--- config.mk ---
export PLATFORM = sky130hd
export DESIGN_NAME = custom_xif_scheduler
export DESIGN_NICKNAME = d
export VERILOG_FILES = /design/src/rtl/custom_xif_scheduler.sv
export SDC_FILE = /design/constraint.sdc
export NUM_CORES = 1
export LEC_CHECK = 0
export BUFFER_PORTS_ARGS = -buffer_cell sky130_fd_sc_hd__buf_2
export CELL_PAD_IN_SITES_DETAIL_PLACEMENT = 1
export CELL_PAD_IN_SITES_GLOBAL_PLACEMENT = 1
export CORE_ASPECT_RATIO = 1.1
export CORE_UTILIZATION = 39
export CTS_CLUSTER_DIAMETER = 40
export CTS_CLUSTER_SIZE = 20
export DETAILED_ROUTE_END_ITERATION = 16
export HOLD_SLACK_MARGIN = 0.12
export PLACE_DENSITY = 0.78
export SYNTH_ARGS = -nofsm -noshare
export SYNTH_HDL_FRONTEND = slang
export SYNTH_SLANG_ARGS = --single-unit
--- constraint.sdc ---
create_clock -name clk_i -period 1.5 [get_ports clk_i]
set_input_delay 0.15 -clock clk_i [delete_from_list [all_inputs] [get_ports clk_i]]
set_output_delay 0.15 -clock clk_i [all_outputs]
set_load 0.01 [all_outputs]
--- src/rtl/custom_xif_scheduler.sv ---
// Issue/commit/result scheduler for one custom opcode: a small FIFO of outstanding
// instructions whose head is walked through commit, execution and result hand-off.
module custom_xif_scheduler #(
  parameter int unsigned DEPTH  = 2,
  parameter int unsigned ID_W   = 4,
  parameter logic [6:0]  OPCODE = 7'h0B
) (
  input  logic            clk_i,
  input  logic            rst_ni,
  input  logic            issue_valid_i,
  output logic            issue_ready_o,
  input  logic [31:0]     issue_instr_i,
  input  logic [ID_W-1:0] issue_id_i,
  input  logic [31:0]     issue_rs0_i,
  input  logic [31:0]     issue_rs1_i,
  output logic            issue_accept_o,
  output logic            issue_writeback_o,
  input  logic            commit_valid_i,
  input  logic [ID_W-1:0] commit_id_i,
  input  logic            commit_kill_i,
  output logic            ex_start_o,
  output logic [31:0]     ex_rs0_o,
  output logic [31:0]     ex_rs1_o,
  input  logic            ex_done_i,
  input  logic [31:0]     ex_result_i,
  output logic            result_valid_o,
  input  logic            result_ready_i,
  output logic [ID_W-1:0] result_id_o,
  output logic [4:0]      result_rd_o,
  output logic [31:0]     result_data_o
);
  localparam int unsigned PTR_W = $clog2(DEPTH);
  localparam int unsigned CNT_W = PTR_W + 1;
  localparam logic [CNT_W-1:0] DEPTH_C = CNT_W'(DEPTH);

  typedef enum logic [1:0] {
    IDLE        = 2'd0,
    WAIT_COMMIT = 2'd1,
    EXEC        = 2'd2,
    RESULT      = 2'd3
  } state_e;

  state_e           state_q;
  logic [PTR_W-1:0] wr_ptr_q;
  logic [PTR_W-1:0] rd_ptr_q;
  logic [CNT_W-1:0] count_q;
  logic [CNT_W-1:0] count_d;
  logic [DEPTH-1:0] vld_q;
  logic [DEPTH-1:0] cmt_q;
  logic [DEPTH-1:0] kill_q;
  logic [ID_W-1:0]  id_q  [DEPTH];
  logic [4:0]       rd_q  [DEPTH];
  logic [31:0]      rs0_q [DEPTH];
  logic [31:0]      rs1_q [DEPTH];

  logic             ex_start_q;
  logic [31:0]      ex_rs0_q;
  logic [31:0]      ex_rs1_q;
  logic             res_valid_q;
  logic [ID_W-1:0]  res_id_q;
  logic [4:0]       res_rd_q;
  logic [31:0]      res_data_q;

  logic             accept_s;
  logic             enq_s;
  logic             pop_s;
  logic             head_busy_s;
  logic             enq_hit_s;
  logic [DEPTH-1:0] commit_hit_s;
  logic             unused_s;

  assign accept_s          = issue_valid_i && (issue_instr_i[6:0] == OPCODE);
  assign issue_accept_o    = accept_s;
  assign issue_writeback_o = accept_s;
  assign issue_ready_o     = (count_q < DEPTH_C);
  assign enq_s             = accept_s && issue_ready_o;
  assign head_busy_s       = (state_q == EXEC) || (state_q == RESULT);
  assign enq_hit_s         = commit_valid_i && (commit_id_i == issue_id_i);
  assign unused_s          = ^issue_instr_i[31:12];

  assign ex_start_o     = ex_start_q;
  assign ex_rs0_o       = ex_rs0_q;
  assign ex_rs1_o       = ex_rs1_q;
  assign result_valid_o = res_valid_q;
  assign result_id_o    = res_id_q;
  assign result_rd_o    = res_rd_q;
  assign result_data_o  = res_data_q;

  // Head pop, per-entry commit match (head frozen once it executes) and next occupancy
  always_comb begin
    pop_s        = 1'b0;
    commit_hit_s = '0;
    case (state_q)
      WAIT_COMMIT: pop_s = kill_q[rd_ptr_q];
      RESULT:      pop_s = result_ready_i;
      default:     pop_s = 1'b0;
    endcase
    for (int i = 0; i < DEPTH; i++) begin
      commit_hit_s[i] = commit_valid_i && vld_q[i] && (id_q[i] == commit_id_i) &&
                        !(head_busy_s && (rd_ptr_q == PTR_W'(i)));
    end
    if (enq_s && !pop_s) begin
      count_d = count_q + CNT_W'(1);
    end else if (pop_s && !enq_s) begin
      count_d = count_q - CNT_W'(1);
    end else begin
      count_d = count_q;
    end
  end

  // Outstanding-instruction FIFO with commit/kill marking
  always_ff @(posedge clk_i or negedge rst_ni) begin
    if (!rst_ni) begin
      wr_ptr_q <= '0;
      rd_ptr_q <= '0;
      count_q  <= '0;
      vld_q    <= '0;
      cmt_q    <= '0;
      kill_q   <= '0;
      for (int i = 0; i < DEPTH; i++) begin
        id_q[i]  <= '0;
        rd_q[i]  <= 5'd0;
        rs0_q[i] <= 32'd0;
        rs1_q[i] <= 32'd0;
      end
    end else begin
      for (int i = 0; i < DEPTH; i++) begin
        if (commit_hit_s[i]) begin
          cmt_q[i]  <= 1'b1;
          kill_q[i] <= commit_kill_i;
        end
      end
      if (pop_s) begin
        vld_q[rd_ptr_q]  <= 1'b0;
        cmt_q[rd_ptr_q]  <= 1'b0;
        kill_q[rd_ptr_q] <= 1'b0;
        rd_ptr_q         <= rd_ptr_q + PTR_W'(1);
      end
      // A commit racing the enqueue of its own ID lands on the fresh entry
      if (enq_s) begin
        vld_q[wr_ptr_q]  <= 1'b1;
        cmt_q[wr_ptr_q]  <= enq_hit_s;
        kill_q[wr_ptr_q] <= enq_hit_s && commit_kill_i;
        id_q[wr_ptr_q]   <= issue_id_i;
        rd_q[wr_ptr_q]   <= issue_instr_i[11:7];
        rs0_q[wr_ptr_q]  <= issue_rs0_i;
        rs1_q[wr_ptr_q]  <= issue_rs1_i;
        wr_ptr_q         <= wr_ptr_q + PTR_W'(1);
      end
      count_q <= count_d;
    end
  end

  // Head-entry control FSM with registered datapath and result outputs
  always_ff @(posedge clk_i or negedge rst_ni) begin
    if (!rst_ni) begin
      state_q     <= IDLE;
      ex_start_q  <= 1'b0;
      ex_rs0_q    <= 32'd0;
      ex_rs1_q    <= 32'd0;
      res_valid_q <= 1'b0;
      res_id_q    <= '0;
      res_rd_q    <= 5'd0;
      res_data_q  <= 32'd0;
    end else begin
      ex_start_q <= 1'b0;
      case (state_q)
        IDLE: begin
          if (count_q != '0) begin
            state_q <= WAIT_COMMIT;
          end
        end
        WAIT_COMMIT: begin
          if (cmt_q[rd_ptr_q] && !kill_q[rd_ptr_q]) begin
            ex_start_q <= 1'b1;
            ex_rs0_q   <= rs0_q[rd_ptr_q];
            ex_rs1_q   <= rs1_q[rd_ptr_q];
            state_q    <= EXEC;
          end else if (kill_q[rd_ptr_q]) begin
            state_q <= IDLE;
          end
        end
        EXEC: begin
          if (ex_done_i) begin
            res_valid_q <= 1'b1;
            res_id_q    <= id_q[rd_ptr_q];
            res_rd_q    <= rd_q[rd_ptr_q];
            res_data_q  <= ex_result_i;
            state_q     <= RESULT;
          end
        end
        RESULT: begin
          if (result_ready_i) begin
            res_valid_q <= 1'b0;
            state_q     <= IDLE;
          end
        end
        default: state_q <= IDLE;
      endcase
    end
  end

endmodule

==> results of run 1 <==
-- synthesized netlist by cell type, drive strengths merged (2+ instances only) --
library cell  number  area share (%)
a2111oi            2            0.16
a22oi              2            0.14
mux2             179              19
inv                7            0.24
nor4               2            0.26
nand3b             4            0.28
dfrtp            265              62
mux2i             74             6.9
xor2               7            0.57
buf               26             1.3
clkbuf            21            0.73
xnor2              9            0.73
nand2             87             3.0
nand3              3            0.14
o21ai             81             3.8
nor2               3            0.10
a21o               2            0.14
-- worst max path at each step --
stage | slack (ns) | end | cells past startpoint | start
global route | -0.23 | ex_rs1_o[1] | 6 | rd_ptr_q
floorplan | -0.34 | rs0_q[10] | 5 | issue_instr_i[5]
global placement | -0.54 | rs0_q[7] | 5 | issue_instr_i[5]
finish | -0.16 | ex_rs1_o[12] | 6 | rd_ptr_q
detailed placement | -0.60 | rs0_q[20] | 5 | issue_instr_i[5]
CTS | -0.14 | rs0_q[36] | 4 | wr_ptr_q
-- registers in the layout, summed over array words and instances, names as in the netlist, 2 cells and up, named ones only --
register       count
ex_rs1_o          32
kill_q             2
result_rd_o        5
ex_rs0_o          32
rs1_q             64
rs0_q             64
id_q               8
result_id_o        4
result_data_o     32
count_q            2
cmt_q              2
rd_q              10
vld_q              2
-- logic make-up after synthesis --
family	after synthesis
xor gates and xnor gates	16
and+or+nand+nor	105
buffers and inverters	54
DFF	265
muxes	253
AOI/OAI and AO/OA	94
adders and majority gates	1
-- stage by stage --
| stage | std cells | area, µm² |
|---|---|---|
| detailed placement | 1382 | 12800 |
| floorplan | 788 | 11000 |
| global placement | 1382 | 12800 |
| global route | 1582 | 16400 |
| CTS | 1571 | 15800 |
| finish | 1582 | 16400 |
-- what timing repair did --
item,CTS,global route
resized for setup,111,148
gates cloned,7,8
pin swaps,5,5
setup buffers,8,4
hold endpoints to repair,448,2
hold buffers,108,1
setup endpoints to repair,218,218
-- routing by layer --
metal,global-route usage (%),share of wire [%]
met1,28.1,39
met2,43.7,54
met3,3.55,3.9
met4,8.13,2.6
met5,0,0
-- report_power, final --
group	switching [mW]	internal [mW]	total, mW	leakage [nW]
Combinational	2.72	2.53	5.26	3.89
Clock	3.53	5.28	8.81	0.599
Sequential	0.711	8.14	8.85	3.62
Total	6.97	16.0	22.9	8.11
-- area by class of cell --
cell class,count,area [µm²]
antenna,1,2.50
clock buffer,42,1010
clock inverter,25,243
fill,2602,10600
inverter,7,26.3
multi-input combinational,469,4610
sequential,265,6640
tap,357,447
timing repair buffer,416,3420
==> impl_metrics.env, run 1 <==
export IMPL_post_route_period_util_pct=110
export IMPL_cts_root_buf="clkbuf_16"
export IMPL_worst_clock_skew_ns=0.0236
export IMPL_worst_setup_path_start_kind="register"
export IMPL_all_layer_gr_usage_pct=23.7
export IMPL_htree_levels=2
export IMPL_synthXorXnorAreaFrac_pct=1.30
export IMPL_synth_async_reset_ratio_pct=100
export IMPL_total_leakage_power_nw=8.11
export IMPL_total_wire_length_um=35400
export IMPL_initial_utilization_pct=39.8
export IMPL_antenna_violations_before_repair=1
export IMPL_finish_utilization_pct=60.6
export IMPL_grt_setup_unrepaired="true"
export IMPL_avgRoutedWirePerCell_um=22.4
export IMPL_drt_pass1_iter_count=4
export IMPL_synth_enable_flop_cells=0
export IMPL_postLayoutSetupSlackWorst_ns=-0.156
export IMPL_cp_data_required_time_ns=1.89
export IMPL_antenna_left=0
export IMPL_grt_pass1_vias=9163
export IMPL_synth_top_family_by_area="multiplexers"
export IMPL_criticalPathCategory="register to register"
export IMPL_crit_path_max_fanout=21
export IMPL_route_detailed_vias_per_inst=5.09
export IMPL_reg2reg_to="ex_rs1_o[12]"
export IMPL_final_max_slew_viols=0
export IMPL_layout_cells_most_common="dfrtp_1"
export IMPL_tritoncts="built"
export IMPL_die_y_um=176
export IMPL_fin_crit_ns=1.66
export IMPL_drt_drc=0
export IMPL_cp_slowest_stage_delay_ns=0.52
export IMPL_ioPinCount=253
export IMPL_syn2layout_area_growth_pct=52.2
export IMPL_place_hpwl_um=18200
export IMPL_crit_slowest_cell="dfrtp_4"
export IMPL_setup_viol=203
export IMPL_worst_path_buf_inv=2
export IMPL_worstRegToRegCells=6
export IMPL_post_synth_fa_ha_maj_area_fraction_pct=0.116
export IMPL_placement_io_buffers=232
export IMPL_worstPathCellList="o32ai_4 -> nand3b_1 -> buf_12 -> clkbuf_16 -> nand2_1 -> o21ai_0"
export IMPL_fp_dieW_um=160
export IMPL_global_route_overflow_total=0
export IMPL_number_of_buffers_created_by_cts=38
export IMPL_power_mw=22.9
export IMPL_synth_fp_nets=932
export IMPL_dominantRegCellSynth="dfrtp_1"
export IMPL_worst_setup_hold_path_clk_slew_ns=0.07
export IMPL_synth_yosys_seq_area_share_pct=61.6
export IMPL_yosysWarnings=0
export IMPL_place_ws_ns=-0.597
export IMPL_netlist_area_mm2=0.0108
export IMPL_placeableCoreArea_mm2=0.0270
export IMPL_insertion_delay_ns=0.52
export IMPL_max_cap_violations=0
export IMPL_cts_num_sinks=265
export IMPL_grt_max_degree=55
export IMPL_fraction_of_final_layout_cells_with_drive_strength_greater_than_1_pct=49.3
export IMPL_timing_max_slew_rel_slack_pct=70.7
export IMPL_crit_family="flip-flops"
export IMPL_syn_inst=788
export IMPL_cts_max_path_buffers=3
export IMPL_grt_pass1_wl_um=52200
export IMPL_commonest_cells_after_routing_fill_and_taps_aside="dfrtp_1 (262), buf_2 (230), mux2_4 (136)"
export IMPL_via_count=8051
export IMPL_tightestPinTransition_ns=0.440
export IMPL_power_density_mw_per_mm2=1400
export IMPL_synth_distinct_cells=36
export IMPL_timing_final_hold_violations=0
export IMPL_placement_rows=63
export IMPL_design_die_area_mm2=0.0283
export IMPL_drt_iter0_drc=384
export IMPL_synth_simple_gate_area_share_pct=4.40
export IMPL_critPathCaptureType="register"
export IMPL_largest_vdd_supply_drop_mv=0.806
export IMPL_synth_compound_area_share_pct=4.68
export IMPL_fin_tns_setup_ns=-17.24
export IMPL_worstHoldPathType="input port to asynchronous set/reset pin"
export IMPL_yosys_mux_area_fraction_pct=25.6
export IMPL_final_nets=1341
export IMPL_gp_congestion=0.759
export IMPL_max_clock_freq_ghz=0.604
export IMPL_critical_path_arrival_ns=2.05
export IMPL_violations_in_the_final_reports="setup timing"
export IMPL_run_status="finished with violations"
export IMPL_source_of_the_worst_register_to_register_timing_path="rd_ptr_q"
export IMPL_rrSetupSlack_ns=-0.16
export IMPL_ys_ff_latch=265
export IMPL_finalHoldWorstSlack_ns=0.153
export IMPL_syn_mean_instance_area_um2=13.7
No activity file was read; power rests on OpenSTA's default activity.
==> run 2, diff against run 1 <==
--- a/config.mk
+++ b/config.mk
@@ -5,11 +5,12 @@
 export SDC_FILE = /design/constraint.sdc
 export NUM_CORES = 1
 export LEC_CHECK = 0
+export ABC_AREA = 1
 export BUFFER_PORTS_ARGS = -buffer_cell sky130_fd_sc_hd__buf_2
 export CELL_PAD_IN_SITES_DETAIL_PLACEMENT = 1
 export CELL_PAD_IN_SITES_GLOBAL_PLACEMENT = 1
 export CORE_ASPECT_RATIO = 1.1
-export CORE_UTILIZATION = 39
+export CORE_UTILIZATION = 36
 export CTS_CLUSTER_DIAMETER = 40
 export CTS_CLUSTER_SIZE = 20
 export DETAILED_ROUTE_END_ITERATION = 16
==> run 2 against run 1 <==
The flow still finishes with violations (setup timing). Maximum frequency decreased by 4.1%. Wire length increased by 28%. Synthesized cell count increased by 65%. Utilization decreased by 3.5 points. Power increased by 33%. Register-to-register slack got worse by 0.07 ns. Largest power group unchanged.
==> impl_metrics.env, run 2 <==
export IMPL_largest_vdd_supply_drop_mv=0.841
export IMPL_htree_levels=2
export IMPL_cp_slowest_stage_delay_ns=0.39
export IMPL_synth_fp_nets=1447
export IMPL_postLayoutSetupSlackWorst_ns=-0.227
export IMPL_tightestPinTransition_ns=0.511
export IMPL_initial_utilization_pct=36.9
export IMPL_placement_rows=66
export IMPL_grt_setup_unrepaired="true"
export IMPL_crit_path_frequent_cell="nand2_2"
export IMPL_placed_cell_area_mm2=0.0131
export IMPL_crit_path_max_fanout=7
export IMPL_power_density_mw_per_mm2=1790
export IMPL_final_max_slew_viols=0
export IMPL_violations_in_the_final_reports="setup timing"
export IMPL_syn_mean_instance_area_um2=8.44
export IMPL_criticalPathCategory="register to register"
export IMPL_dominantRegCellSynth="dfrtp_1"
export IMPL_global_route_overflow_total=0
export IMPL_max_clock_freq_ghz=0.579
export IMPL_timing_max_slew_rel_slack_pct=65.9
export IMPL_crit_slowest_cell="dfrtp_1"
export IMPL_synth_async_reset_ratio_pct=100
export IMPL_fp_dieW_um=169
export IMPL_fillCellCount=3348
export IMPL_drt_pass1_iter_count=5
export IMPL_total_wire_length_um=45400
export IMPL_footprint_of_the_multi_input_gates_mm2=0.00446
export IMPL_cp_data_required_time_ns=1.95
export IMPL_drt_drc=0
export IMPL_placement_io_buffers=232
export IMPL_gp_congestion=0.791
export IMPL_syn_inst=1303
export IMPL_top_regs="rs0_q: 64 flops, rs1_q: 64 flops"
export IMPL_crit_family="simple AND/OR/NAND/NOR gates"
export IMPL_cts_max_path_buffers=3
export IMPL_avgRoutedWirePerCell_um=21.1
export IMPL_drt_iter0_drc=537
export IMPL_cts_root_buf="clkbuf_16"
export IMPL_post_route_period_util_pct=115
export IMPL_worstHoldPathType="input port to register"
export IMPL_synthMostInstantiatedCell="nand2_1"
export IMPL_synth_enable_flop_cells=0
export IMPL_ff_latch_area_mm2=0.00664
export IMPL_synth_distinct_cells=28
export IMPL_worst_setup_path_start_kind="register"
export IMPL_setup_viol=118
export IMPL_antenna_left=0
export IMPL_critPathCaptureType="register"
export IMPL_max_cap_violations=0
export IMPL_antenna_violations_before_repair=2
export IMPL_run_status="finished with violations"
export IMPL_route_detailed_vias_per_inst=5.12
export IMPL_commonest_cells_after_routing_fill_and_taps_aside="nand2_1 (599), dfrtp_1 (264), buf_2 (230)"
export IMPL_synth_yosys_seq_area_share_pct=60.3
export IMPL_timing_final_hold_violations=0
export IMPL_insertion_delay_ns=0.53
export IMPL_worst_clock_skew_ns=0.0114
export IMPL_grt_max_degree=52
export IMPL_all_layer_gr_usage_pct=25.6
export IMPL_finalHoldWorstSlack_ns=0.131
export IMPL_total_leakage_power_nw=8.62
export IMPL_fin_tns_setup_ns=-9.52
export IMPL_critical_path_arrival_ns=2.18
export IMPL_die_y_um=185
export IMPL_syn2layout_area_growth_pct=55.0
export IMPL_netlist_top_cells_area="dfrtp_1 (60%), nand2_1 (22%), a31oi_1 (4.2%)"
export IMPL_worst_path_buf_inv=4
export IMPL_ioPinCount=253
export IMPL_tritoncts="built"
export IMPL_worst_setup_hold_path_clk_slew_ns=0.06
export IMPL_place_hpwl_um=22300
export IMPL_ys_ff_latch=265
export IMPL_grt_pass1_wl_um=62400
export IMPL_synth_largest_type_area_fraction_pct=60.3
export IMPL_grt_pass1_vias=11738
export IMPL_netlist_area_mm2=0.0110
export IMPL_cts_num_sinks=265
export IMPL_fin_crit_ns=1.73
export IMPL_number_of_buffers_created_by_cts=43
export IMPL_worstPathCellList="inv_2 -> nand3_4 -> nor2_4 -> buf_6 -> buf_8 -> buf_12 -> nand2_2 -> nand2_2"
export IMPL_via_count=11013
export IMPL_post_synth_top_area_cell="dfrtp_1"
export IMPL_design_die_area_mm2=0.0313
export IMPL_layout_cells_most_common="nand2_1"
export IMPL_power_mw=30.4
export IMPL_finish_utilization_pct=57.2
export IMPL_yosysWarnings=0
export IMPL_finished_cell_area_mm2=0.0170
export IMPL_placeableCoreArea_mm2=0.0298
export IMPL_synth_top_cells_by_count="nand2_1 (654), dfrtp_1 (265), nor2_1 (88)"
export IMPL_fraction_of_final_layout_cells_with_drive_strength_greater_than_1_pct=30.7
export IMPL_final_nets=1853
## run 2: cell types whose count changed after synthesis, moves of 7 or more
cell / before / now
inv_1: 7 / 27
a31oi_1: 1 / 73
mux2_1: 27 / 0
nor2_1: 3 / 88
nand2_1: 87 / 654
buf_2: 11 / 31
mux2i_1: 74 / 0
clkbuf_1: 21 / 38
xnor2_1: 9 / 2
mux2_2: 152 / 0
## run 2: per-layer routing
layer	track usage (%)	wire length (µm)
met1	29.4	17300
met4	9.56	1850
met2	47.3	23700
met5	0	14
met3	4.85	2590
## run 2: what timing repair did
item                                   in CTS  in global routing
setup buffers                               4                 16
endpoints found under the hold margin     448                  0
pin swaps                                   2                 43
gates cloned                                4                 14
setup endpoints to repair                 178                116
gates resized for setup                    31                159
hold buffers                              111                  0
## run 2: power by group
part	total (mW)	switching, mW	leakage [nW]	internal, mW
registers	10.3	1.43	3.43	8.91
clock network	10.3	3.91	0.720	6.39
logic	9.82	5.60	4.47	4.22
## run 2: kinds of logic after synthesis
family	count (synthesis)	share of synthesized area, %
AND/OR/NAND/NOR	757	26.2
buffers and inverters	110	4.62
adder cells (fa/ha/maj)	1	0.114
AO/OA/AOI/OAI	167	8.52
flip-flops	265	60.3
XOR/XNOR	3	0.239
## run 2: path summary, 6_finish.rpt
kind | cells past startpoint | slack, ns | start | end
hold / removal | 6 | 0.13 | commit_id_i[2] | cmt_q[1]
setup / recovery | 8 | -0.23 | count_q[1] | rs1_q[50]
min in group asynchronous | 2 | 0.16 | rst_ni | result_data_o[4]
setup reg to reg | 8 | -0.23 | count_q[1] | rs1_q[50]
max in group asynchronous | 3 | 0.70 | rst_ni | rs1_q[28]
hold reg to reg | 2 | 0.47 | rs0_q[42] | rs0_q[42]
## run 2: worst min-delay path: stages
cell     delay (ns)
buf_2          0.12
xnor2_1        0.08
nand4_1        0.07
nor2_1         0.09
nand2_1        0.07
nand2_1        0.05
## run 2: per-stage QoR
stage	setup WS [ns]	instances
floorplan	0.0159	1303
global placement	-0.0723	1926
detailed placement	-0.147	1926
CTS	-0.115	2125
global route	-0.280	2152
finish	-0.227	2153
## run 2: layout make-up
cell class,instances,area share (%)
antenna,1,0.0147
clock buffer,48,6.78
clock inverter,32,2.12
inverter,32,0.778
multi-input combinational,928,26.2
sequential,265,38.9
tap,408,3.00
timing repair buffer,439,22.2
==> run 3, diff against run 2 <==
--- a/config.mk
+++ b/config.mk
@@ -16,6 +16,7 @@
 export DETAILED_ROUTE_END_ITERATION = 16
 export HOLD_SLACK_MARGIN = 0.12
 export PLACE_DENSITY = 0.78
+export SETUP_SLACK_MARGIN = 0.15
 export SYNTH_ARGS = -nofsm -noshare
 export SYNTH_HDL_FRONTEND = slang
 export SYNTH_SLANG_ARGS = --single-unit
==> run 3 against run 2 <==
The flow still finishes with violations (setup timing). Critical endpoint is now ex_rs1_o[22]. Sequential share of layout area decreased by 3.5 points. Critical path type unchanged. Highest routed layer unchanged. Largest power group is now combinational cells. Non-clock buffer count up 55. Clock power about the same. Maximum frequency decreased by 15%. Critical path depth is 1 lower. Sequential cell count unchanged. First-iteration DRC count grew 54%.
==> impl_metrics.env, run 3 (synthesis gave the netlist of run 2 again) <==
export IMPL_cts_root_buf="clkbuf_16"
export IMPL_fin_tns_setup_ns=-26.54
export IMPL_placeableCoreArea_mm2=0.0298
export IMPL_cp_data_required_time_ns=1.90
export IMPL_max_cap_violations=0
export IMPL_all_layer_gr_usage_pct=29.6
export IMPL_drt_drc=0
export IMPL_top_regs="rs0_q: 64 flops, rs1_q: 64 flops"
export IMPL_postLayoutSetupSlackWorst_ns=-0.526
export IMPL_worstSetupPathDepth=7
export IMPL_worst_path_buf_inv=2
export IMPL_insertion_delay_ns=0.57
export IMPL_via_count=12077
export IMPL_critical_path_arrival_ns=2.42
export IMPL_initial_utilization_pct=36.9
export IMPL_crit_path_max_fanout=9
export IMPL_cp_slowest_stage_delay_ns=0.54
export IMPL_avgRoutedWirePerCell_um=25.5
export IMPL_grt_setup_unrepaired="true"
export IMPL_timing_final_hold_violations=0
export IMPL_design_die_area_mm2=0.0313
export IMPL_antenna_left=0
export IMPL_critPathCaptureType="register"
export IMPL_endpoint="ex_rs1_o[22]"
export IMPL_die_y_um=185
export IMPL_worst_setup_path_start_kind="register"
export IMPL_place_hpwl_um=22000
export IMPL_drt_pass1_iter_count=4
export IMPL_worst_setup_hold_path_clk_slew_ns=0.06
export IMPL_grt_pass1_wl_um=70900
export IMPL_fillCellCount=3187
export IMPL_drt_iter0_drc=827
export IMPL_global_route_overflow_total=0
export IMPL_syn2layout_area_growth_pct=70.3
export IMPL_htree_levels=2
export IMPL_finished_cell_area_mm2=0.0187
export IMPL_commonest_cells_after_routing_fill_and_taps_aside="nand2_1 (419), dfrtp_1 (264), buf_2 (230)"
export IMPL_fraction_of_final_layout_cells_with_drive_strength_greater_than_1_pct=41.3
export IMPL_timing_max_slew_rel_slack_pct=41.6
export IMPL_cts_num_sinks=265
export IMPL_route_detailed_vias_per_inst=5.48
export IMPL_power_density_mw_per_mm2=1670
export IMPL_fin_crit_ns=2.03
export IMPL_fp_dieW_um=169
export IMPL_post_route_period_util_pct=135
export IMPL_criticalPathCategory="register to register"
export IMPL_largest_vdd_supply_drop_mv=1.28
export IMPL_antenna_violations_before_repair=4
export IMPL_crit_slowest_cell="dfrtp_4"
export IMPL_tritoncts="built"
export IMPL_setup_viol=232
export IMPL_total_wire_length_um=56100
export IMPL_rrSetupSlack_ns=-0.53
export IMPL_reg2reg_to="ex_rs1_o[22]"
export IMPL_max_clock_freq_ghz=0.494
export IMPL_grt_pass1_vias=12868
export IMPL_placement_rows=66
export IMPL_final_max_slew_viols=0
export IMPL_placement_io_buffers=232
export IMPL_grt_max_degree=69
export IMPL_worstHoldPathType="input port to register"
export IMPL_worstRegToRegCells=7
export IMPL_worstPathCellList="nand2_2 -> nand4_4 -> nor2_4 -> buf_12 -> clkbuf_16 -> nor2_1 -> a31oi_1"
export IMPL_placed_cell_area_mm2=0.0132
export IMPL_source_of_the_worst_register_to_register_timing_path="rd_ptr_q"
export IMPL_finalHoldWorstSlack_ns=0.180
export IMPL_cts_max_path_buffers=3
export IMPL_place_ws_ns=-0.0642
export IMPL_critPathLaunch="rd_ptr_q"
export IMPL_total_leakage_power_nw=9.54
export IMPL_final_nets=1908
export IMPL_layout_cells_most_common="nand2_1"
export IMPL_run_status="finished with violations"
export IMPL_worst_clock_skew_ns=0.0318
export IMPL_tightestPinTransition_ns=0.873
export IMPL_finish_utilization_pct=62.8
export IMPL_crit_family="flip-flops"
export IMPL_number_of_buffers_created_by_cts=42
export IMPL_ioPinCount=253
export IMPL_violations_in_the_final_reports="setup timing"
export IMPL_gp_congestion=0.807
==> run 3: changes by cell type in the layout (fill, tap and decap cells not counted), sizes merged <==
cell / before / now
buf: 315 / 370
clkinvlp: 9 / 3
inv: 40 / 37
bufinv: 4 / 6
diode: 1 / 3
bufbuf: 0 / 1
clkinv: 11 / 10
dlygate4sd3: 111 / 112
==> run 3: how the worst min path moves through the flow <==
stage                     cells after the start      startpoint  slack, ns                    endpoint
after global routing                          6  commit_valid_i       0.20                    cmt_q[1]
after CTS                                     7  commit_valid_i       0.13                   kill_q[1]
after floorplan                               0          rst_ni      -0.15  asynchronous set/reset pin
after detailed placement                      1          rst_ni       0.02            result_data_o[3]
after global placement                        1          rst_ni       0.01            result_data_o[0]
final                                         6  commit_valid_i       0.18                    cmt_q[0]
==> run 3: worst reg2reg max path: stages, from the launching register on <==
cell and delay, ns:
dfrtp_4 0.54, nand2_2 0.13, nand4_4 0.14, nor2_4 0.20, buf_12 0.22, clkbuf_16 0.18, nor2_1 0.04, a31oi_1 0.42
==> run 3: final cells by class <==
cell class | instances | area (µm²) | area share (%)
clock buffers | 50 | 1160 | 6.21
repair inverters | 1 | 20.0 | 0.107
clock inverters | 23 | 303 | 1.62
repair buffers | 494 | 4880 | 26.1
well taps | 408 | 510 | 2.73
flip-flops and latches | 265 | 6640 | 35.4
diodes | 3 | 7.51 | 0.0401
multi-input cells | 928 | 5060 | 27.0
inverters | 32 | 141 | 0.755
==> run 3: metal layers <==
layer  global-route usage, %  share of wire [%]
met3                    5.73                6.2
met4                    16.1                6.7
met2                    55.7                 52
met1                    31.1                 35
met5                       0              0.023
==> run 3: repair_timing <==
action / 4_1_cts / 5_1_grt
hold buffers: 112 / 1
buffers inserted: 26 / 26
gates resized for setup: 193 / 313
cloned: 25 / 12
pin swaps: 37 / 24
setup endpoints to repair: 209 / 249
endpoints found under the hold margin: 449 / 16
==> run 3: power by group <==
part           switching, mW  internal, mW  total, mW
logic                   6.28          4.22       10.5
clock network           3.83          6.58       10.4
registers               1.43          8.91       10.3
total                   11.5          19.7       31.3
==> run 3: metrics by stage <==
step	instances	power (mW)
floorplan	1303	14.0
detailed placement	1928	17.9
global placement	1928	17.5
global route	2204	32.3
finish	2204	31.3
CTS	2164	28.8
